### config.mk
export PLATFORM = sky130hd
export DESIGN_NAME = mem_arbiter
export DESIGN_NICKNAME = d
export VERILOG_FILES = /design/src/rtl/mem_arbiter.sv
export SDC_FILE = /design/constraint.sdc
export NUM_CORES = 1
export LEC_CHECK = 0
export CORE_MARGIN = 1.5
export CORE_UTILIZATION = 44
export CTS_CLUSTER_DIAMETER = 50
export DETAILED_ROUTE_END_ITERATION = 10
export PLACE_DENSITY = 0.86
export SYNTH_ARGS = -nofsm -noshare
export SYNTH_HDL_FRONTEND = slang
export SYNTH_SLANG_ARGS = --single-unit
### constraint.sdc
create_clock -name clk -period 9 [get_ports clk]
set_input_delay 0.9 -clock clk [delete_from_list [all_inputs] [get_ports clk]]
set_output_delay 0.9 -clock clk [all_outputs]
set_load 0.03 [all_outputs]
### src/rtl/mem_arbiter.sv
// Two-port (CPU priority, DMA with starvation guard) arbiter in front of a single-ported,
// fixed-latency data SRAM. One access in flight at a time: IDLE -> BUSY (MEM_LAT cycles) -> RESP.

// Per-requester response side: read-data capture and the one-cycle ack.
module mem_arb_port #(
  parameter int WORD_WIDTH = 32
) (
  input  logic                  clk,
  input  logic                  rst,
  input  logic                  done,
  input  logic                  we,
  input  logic [WORD_WIDTH-1:0] mem_rdata,
  output logic                  ack,
  output logic [WORD_WIDTH-1:0] rdata
);

  always_ff @(posedge clk or posedge rst) begin
    if (rst) begin
      ack   <= 1'b0;
      rdata <= '0;
    end else begin
      ack <= done;
      // writes leave the last read value visible to the requester
      if (done && !we) rdata <= mem_rdata;
    end
  end

endmodule

module mem_arbiter #(
  parameter int WORD_WIDTH   = 32,
  parameter int MEM_LAT      = 2,
  parameter int STARVE_LIMIT = 4
) (
  input  logic                  clk,
  input  logic                  rst,
  input  logic                  cpu_read,
  input  logic                  cpu_write,
  input  logic [WORD_WIDTH-1:0] cpu_addr,
  input  logic [WORD_WIDTH-1:0] cpu_wdata,
  output logic [WORD_WIDTH-1:0] cpu_rdata,
  output logic                  cpu_ack,
  output logic                  cpu_stall,
  input  logic                  dma_read,
  input  logic                  dma_write,
  input  logic [WORD_WIDTH-1:0] dma_addr,
  input  logic [WORD_WIDTH-1:0] dma_wdata,
  output logic [WORD_WIDTH-1:0] dma_rdata,
  output logic                  dma_ack,
  output logic                  mem_read,
  output logic                  mem_write,
  output logic [WORD_WIDTH-1:0] mem_addr,
  output logic [WORD_WIDTH-1:0] mem_wdata,
  input  logic [WORD_WIDTH-1:0] mem_rdata
);

  localparam int NUM_PORTS = 2;
  localparam int CPU = 0;
  localparam int DMA = 1;

  typedef enum logic [1:0] {IDLE = 2'd0, BUSY = 2'd1, RESP = 2'd2} state_t;

  typedef struct packed {
    logic                  we;
    logic [WORD_WIDTH-1:0] addr;
    logic [WORD_WIDTH-1:0] wdata;
  } cmd_t;

  state_t state, state_nx;
  cmd_t   cmd;
  logic   owner;
  logic [3:0] lat_cnt;
  logic [3:0] starve_cnt;
  logic       grant, grant_dma;

  logic [NUM_PORTS-1:0]                 req, port_we, done, ack;
  logic [NUM_PORTS-1:0][WORD_WIDTH-1:0] port_addr, port_wdata, port_rdata;

  // both strobes high is treated as a write
  assign req        = {dma_read | dma_write, cpu_read | cpu_write};
  assign port_we    = {dma_write, cpu_write};
  assign port_addr  = {dma_addr, cpu_addr};
  assign port_wdata = {dma_wdata, cpu_wdata};

  always_ff @(posedge clk or posedge rst) begin
    if (rst) state <= IDLE;
    else     state <= state_nx;
  end

  always_comb begin
    state_nx  = state;
    grant     = 1'b0;
    grant_dma = 1'b0;
    case (state)
      IDLE: if (|req) begin
        grant     = 1'b1;
        grant_dma = req[DMA] & (~req[CPU] | (starve_cnt == 4'(STARVE_LIMIT)));
        state_nx  = BUSY;
      end
      BUSY: if (lat_cnt == 4'd1) state_nx = RESP;
      RESP: state_nx = IDLE;
      default: state_nx = IDLE;
    endcase
  end

  always_ff @(posedge clk or posedge rst) begin
    if (rst) begin
      owner   <= 1'b0;
      cmd     <= '0;
      lat_cnt <= 4'd0;
    end else if (grant) begin
      owner   <= grant_dma;
      cmd.we  <= grant_dma ? port_we[DMA]    : port_we[CPU];
      cmd.addr  <= grant_dma ? port_addr[DMA]  : port_addr[CPU];
      cmd.wdata <= grant_dma ? port_wdata[DMA] : port_wdata[CPU];
      lat_cnt <= 4'(MEM_LAT);
    end else if (state == BUSY) begin
      lat_cnt <= lat_cnt - 4'd1;
    end
  end

  // Counts CPU wins while the DMA waits; a full count hands the next slot to the DMA.
  always_ff @(posedge clk or posedge rst) begin
    if (rst) begin
      starve_cnt <= 4'd0;
    end else if (state == IDLE) begin
      if (!req[DMA] || grant_dma)
        starve_cnt <= 4'd0;
      else if (grant && starve_cnt != 4'(STARVE_LIMIT))
        starve_cnt <= starve_cnt + 4'd1;
    end
  end

  genvar i;
  generate
    for (i = 0; i < NUM_PORTS; i++) begin : g_port
      assign done[i] = (state == BUSY) && (lat_cnt == 4'd1) && (owner == 1'(i));
      mem_arb_port #(.WORD_WIDTH(WORD_WIDTH)) u_port (
        .clk       (clk),
        .rst       (rst),
        .done      (done[i]),
        .we        (cmd.we),
        .mem_rdata (mem_rdata),
        .ack       (ack[i]),
        .rdata     (port_rdata[i])
      );
    end
  endgenerate

  assign cpu_ack   = ack[CPU];
  assign dma_ack   = ack[DMA];
  assign cpu_rdata = port_rdata[CPU];
  assign dma_rdata = port_rdata[DMA];
  assign cpu_stall = (cpu_read | cpu_write) & ~cpu_ack;

  // strobes decode straight from state so an async reset drops them at once
  assign mem_read  = (state == BUSY) & ~cmd.we;
  assign mem_write = (state == BUSY) &  cmd.we;
  assign mem_addr  = cmd.addr;
  assign mem_wdata = cmd.wdata;

endmodule

== Yosys cells after proc, flatten, opt, wreduce, memory -nomap -nowiden ==
Cells that the tools add are included.

* Input bits: 166
* Register bits: 142
* Logic and storage cells: 59
* Output and inout port bits: 133

* Reductions and logical operators: 15
* Add/sub/neg operators: 2
* Equality and inequality tests: 6
* Multiplexer cells: 14
* Bitwise gates (word level): 11

{| class="wikitable"
|+ Operators with widths
! operator !! number
|-
| $mux W32 || 2
|-
| $mux W4 || 4
|-
| $logic_and A1 B1 Y1 || 6
|-
| $mux W1 || 5
|-
| $add A4 B1 Y4 const B || 1
|-
| $and A1 B1 Y1 || 4
|-
| $eq A4 B1 Y1 const B || 1
|-
| $eq A4 B3 Y1 const B || 1
|-
| $mux W2 || 2
|-
| $ne A2 B2 Y1 const B || 2
|-
| $ne A4 B3 Y1 const B || 1
|-
| $not A1 Y1 || 4
|-
| $pmux W2 S2 || 1
|-
| $reduce_and A2 Y1 || 2
|-
| $reduce_bool A2 Y1 || 2
|-
| $sub A4 B1 Y4 const B || 1
|-
| $or A1 B1 Y1 || 3
|-
| $eq A2 B1 Y1 const B || 1
|-
| $logic_not A1 Y1 || 2
|-
| $logic_not A2 Y1 || 1
|-
| $reduce_or A2 Y1 || 1
|-
| $logic_or A1 B1 Y1 || 1
|}

== Logic depth before layout (Yosys ltp) ==
* Depth after elaboration: 9
* Mapped depth: 8
* Gate-level depth less buffers: 6

== Hierarchy ==
A second synthesis with hierarchy kept.

* Cell total of the unflattened synthesis: 626
* Area total of the unflattened synthesis: 7,020.5 um^2

{| class="wikitable"
|+ By module, submodules not included
! module !! instances !! cells an instance !! area each (um^2) !! sequential area each (um^2)
|-
| mem_arbiter || 1 || 484 || 4,245.3 || 1,901.8
|-
| mem_arb_port || 2 || 71 || 1,387.6 || 825.8
|}

== Worst setup path before layout ==
OpenSTA, ideal clock, no wires.

* Path type: input -> output
* Start: input cpu_write
* End: output cpu_stall
* Setup slack: 6.737 ns
* Data required time: 8.100 ns
* Data arrival time: 1.363 ns
* Cell stages on the path: 2
* Path buffers: 0
* Cell sequence: nor2_2 -> nor2_1

* Longest elaborated chain between the ends: 2

{| class="wikitable"
|+ RTL lines
! what !! RTL line !! RTL
|-
| start, declared || 38 || <nowiki>input logic cpu_write,</nowiki>
|-
| $or A1 B1 Y1 || 154 || <nowiki>assign cpu_stall = (cpu_read | cpu_write) & ~cpu_ack;</nowiki>
|-
| $and A1 B1 Y1 || 154 ||
|-
| end, declared || 43 || <nowiki>output logic cpu_stall,</nowiki>
|}

No other way between the ends.

== Final worst setup path ==
Same ends and word-level chain as after synthesis.

==> results.ini <==
[global_route]
antenna_found_initial = 0
grt_usage_pct = 24.12
grt_pass1_wl_um = 27100
grt_overflow = 0
grt_max_degree = 80
grt_pass1_vias = 5324

[power_and_ir_drop]
p_leak_nw = 4.353
vdd_ir_drop_max_mv = 0.2091
power_mw = 3.737
powerDensity_nw_per_um2 = 383.8

[setup_path]
cpMostUsedCell = clkdlybuf4s50_1
rr_startpoint = state[0]$_DFFE_PP0P_
r2r_slack_ns = 6.69
crit_chain = clkdlybuf4s50_1 > nor2_2 > nor2_1 > clkdlybuf4s50_1
reg2regPathDepth = 5
path_class = in -> out
r2r_end = mem_addr[1]$_DFFE_PP0P_
setup.worst_path.end = cpu_stall
crit_start = cpu_write
start_kind = primary input
crit_slowest_cell = clkdlybuf4s50_1
required_ns = 8.10
crit_path_max_fanout = 8
arrival_ns = 2.40
max_stage_delay_ns = 0.63
cp-end-kind = primary output

[cts]
tritoncts = yes
htreeDepth = 4
root_buffer = clkbuf_16
clock_sinks = 142
insertion_delay_ns = 0.42
clk_path_buf_depth = 2
ctsResizeCount = 0
cts_made_buffers = 17
postCtsSetupBuffers = 0
path_clk_slew_ns = 0.06
cts_hold_buf = 0

[timing]
finalHoldViolCount = 0
setup-violations-final = 0
rsz0062_at_grt = false
maxSlewHeadroom_pct = 28.70
period_needed_ns = 3.301
fin_skew_ns = 0.01079
clock.fmax_mhz = 302.9
fin_tns_setup_ns = 0
worst_slew_pin_slew_ns = 1.070
finalCritPeriodShare_pct = 36.68
final-max-slew-violation-count = 0

[die]
core_sq_um = 13770
rows = 43
num_io_pins = 299
die_area_sq_um = 14730
die_h_um = 121.4
start_util_pct = 44.75
die_w_um = 121.4

[yosys]
syn_inst = 560
yosysWarnings = 0
synth_seq_cells = 142
ys_top_cells_by_area = dfrtp_1, a21oi_1, mux2_4
yosysUniqueCellTypes = 42
syn_area_sq_um = 6163
synth_enable_flop_cells = 0
synth_top_area_share_pct = 57.65
ys_async_sr_fraction_pct = 100.0
synth_nets = 730
yosysTopAreaCell = dfrtp_1
yosysSeqAreaShare_pct = 57.65
synthFlopType = dfrtp_1
avgSynthCellArea_sq_um = 11.01

[route]
drt-total-wl_um = 17630
dr_total_vias = 5370
drt_first_pass_iters = 5
wl_per_cell_um = 16.91
antenna_left = 0
drt_iter0_drc = 281
vias_per_cell = 5.154
drc_errors = 0

[placed_design]
dp_hpwl_um = 12240
globalplace.congestion = 0.8838
port_buffers = 298

[finish]
drive_above_1_share_pct = 12.65
syn_to_final_growth_pct = 57.98
nFillCells = 997
nNetsFinal = 1019
antenna_cells = 0

[status]
outcome = finished, final reports clean

[hold_path]
min_path_cells = 1
holdCritPathClass = reg -> reg

[run]
maxCapViolCount = 0

## critical path: cells and delay by family
family,cells,cell delay [ns]
buffers and inverters,2,1.08
and+or+nand+nor,2,0.43
## through the flow
| stage | hold WS (ns) | setup WS [ns] | utilization [%] | area [sq um] | std cells |
|---|---|---|---|---|---|
| after CTS | 0.4917 | 5.702 | 70.69 | 9737 | 1042 |
| after global routing | 0.5153 | 5.665 | 70.69 | 9737 | 1042 |
| after global placement | 0.4685 | 5.714 | 66.78 | 9198 | 1010 |
| final | 0.4889 | 5.699 | 70.69 | 9737 | 1042 |
| after floorplan | 0.4828 | 4.290 | - | 6163 | 560 |
| after detailed placement | 0.4784 | 5.702 | 66.78 | 9198 | 1010 |
## cell families after synthesis
group	synth area share, %
DFF	57.65
adders and majority gates	0.8121
and+or+nand+nor	11.06
AOI/OAI and AO/OA	12.06
xor gates and xnor gates	0.2843
buffers and inverters	4.446
muxes	13.68
## routing by layer
layer / vias to the layer above / track usage [%] / share of wire, %
met3: 35 / 9.915 / 9.4
met4: 0 / 9.559 / 2.8
met1: 2594 / 27.94 / 39
met5: - / 0 / 0
met2: 255 / 39.72 / 49
li1: 2486 / - / -
## final cells by class
type                            count  area (sq um)  area share [%]
Clock buffer                       23         478.0           4.909
Clock inverter                      9         61.31          0.6297
Inverter                            7         31.28          0.3213
Multi-Input combinational cell    375          2345           24.08
Sequential cell                   142          3553           36.49
Tap cell                          180         225.2           2.313
Timing Repair Buffer              306          3043           31.25
## flip-flops by register name (all words and copies together), names as in the netlist
name / flops
g_port.u_port.rdata: 64
mem_addr: 32
mem_wdata: 32
lat_cnt: 4
starve_cnt: 4
g_port.u_port.ack: 2
state: 2
cmd: 1
owner: 1
## cells in the mapped netlist (2+ instances only)
cell type,number
buf_1,3
mux2_2,32
inv_1,7
nand2_1,74
mux2_4,30
o211ai_1,2
buf_2,9
clkbuf_1,8
a21oi_1,129
or2_1,2
ha_1,4
buf_12,3
mux2_1,2
dfrtp_1,142
nor4b_1,2
nor2_1,71
a21o_1,2
o21ai_0,2
o31ai_1,2
buf_4,12
## power by group
| group | internal (mW) | leakage [nW] | total (mW) | switching [mW] |
|---|---|---|---|---|
| combinational | 0.859 | 2.43 | 1.97 | 1.12 |
| clock | 0.374 | 0.263 | 0.641 | 0.267 |
| sequential | 0.946 | 1.66 | 1.12 | 0.176 |
## worst min path at each step
stage | start | endpoint | slack (ns)
global placement | g_port[0].u_port.rdata[3]$_DFFE_PP0P_ | g_port[0].u_port.rdata[3]$_DFFE_PP0P_ | 0.47
CTS | g_port[0].u_port.rdata[28]$_DFFE_PP0P_ | g_port[0].u_port.rdata[28]$_DFFE_PP0P_ | 0.49
floorplan | starve_cnt[3]$_DFFE_PP0P_ | starve_cnt[3]$_DFFE_PP0P_ | 0.48
detailed placement | g_port[0].u_port.rdata[28]$_DFFE_PP0P_ | g_port[0].u_port.rdata[28]$_DFFE_PP0P_ | 0.48
finish | g_port[0].u_port.rdata[28]$_DFFE_PP0P_ | g_port[0].u_port.rdata[28]$_DFFE_PP0P_ | 0.49
global route | g_port[0].u_port.rdata[28]$_DFFE_PP0P_ | g_port[0].u_port.rdata[28]$_DFFE_PP0P_ | 0.52
## placed cells by master (no fill, tap or decap), types with 2 or more instances in the layout
| cell | Yosys | layout |
|---|---|---|
| mux2_2 | 32 | 32 |
| dfrtp_1 | 142 | 142 |
| inv_6 | 0 | 2 |
| or2_1 | 2 | 2 |
| clkinvlp_4 | 0 | 2 |
| nor4b_1 | 2 | 2 |
| nor2_1 | 71 | 71 |
| inv_1 | 7 | 6 |
| nand2_1 | 74 | 74 |
| mux2_4 | 30 | 30 |
| clkbuf_1 | 8 | 3 |
| ha_1 | 4 | 4 |
| clkinv_4 | 0 | 2 |
| o211ai_1 | 2 | 2 |
| clkinv_2 | 0 | 4 |
| clkdlybuf4s50_1 | 0 | 298 |
| mux2_1 | 2 | 2 |
| o31ai_1 | 2 | 2 |
| buf_4 | 12 | 8 |
| clkbuf_8 | 0 | 3 |
| o21ai_0 | 2 | 2 |
| a21oi_1 | 129 | 129 |
| clkbuf_16 | 0 | 17 |
No activity file was read; power rests on OpenSTA's default activity.
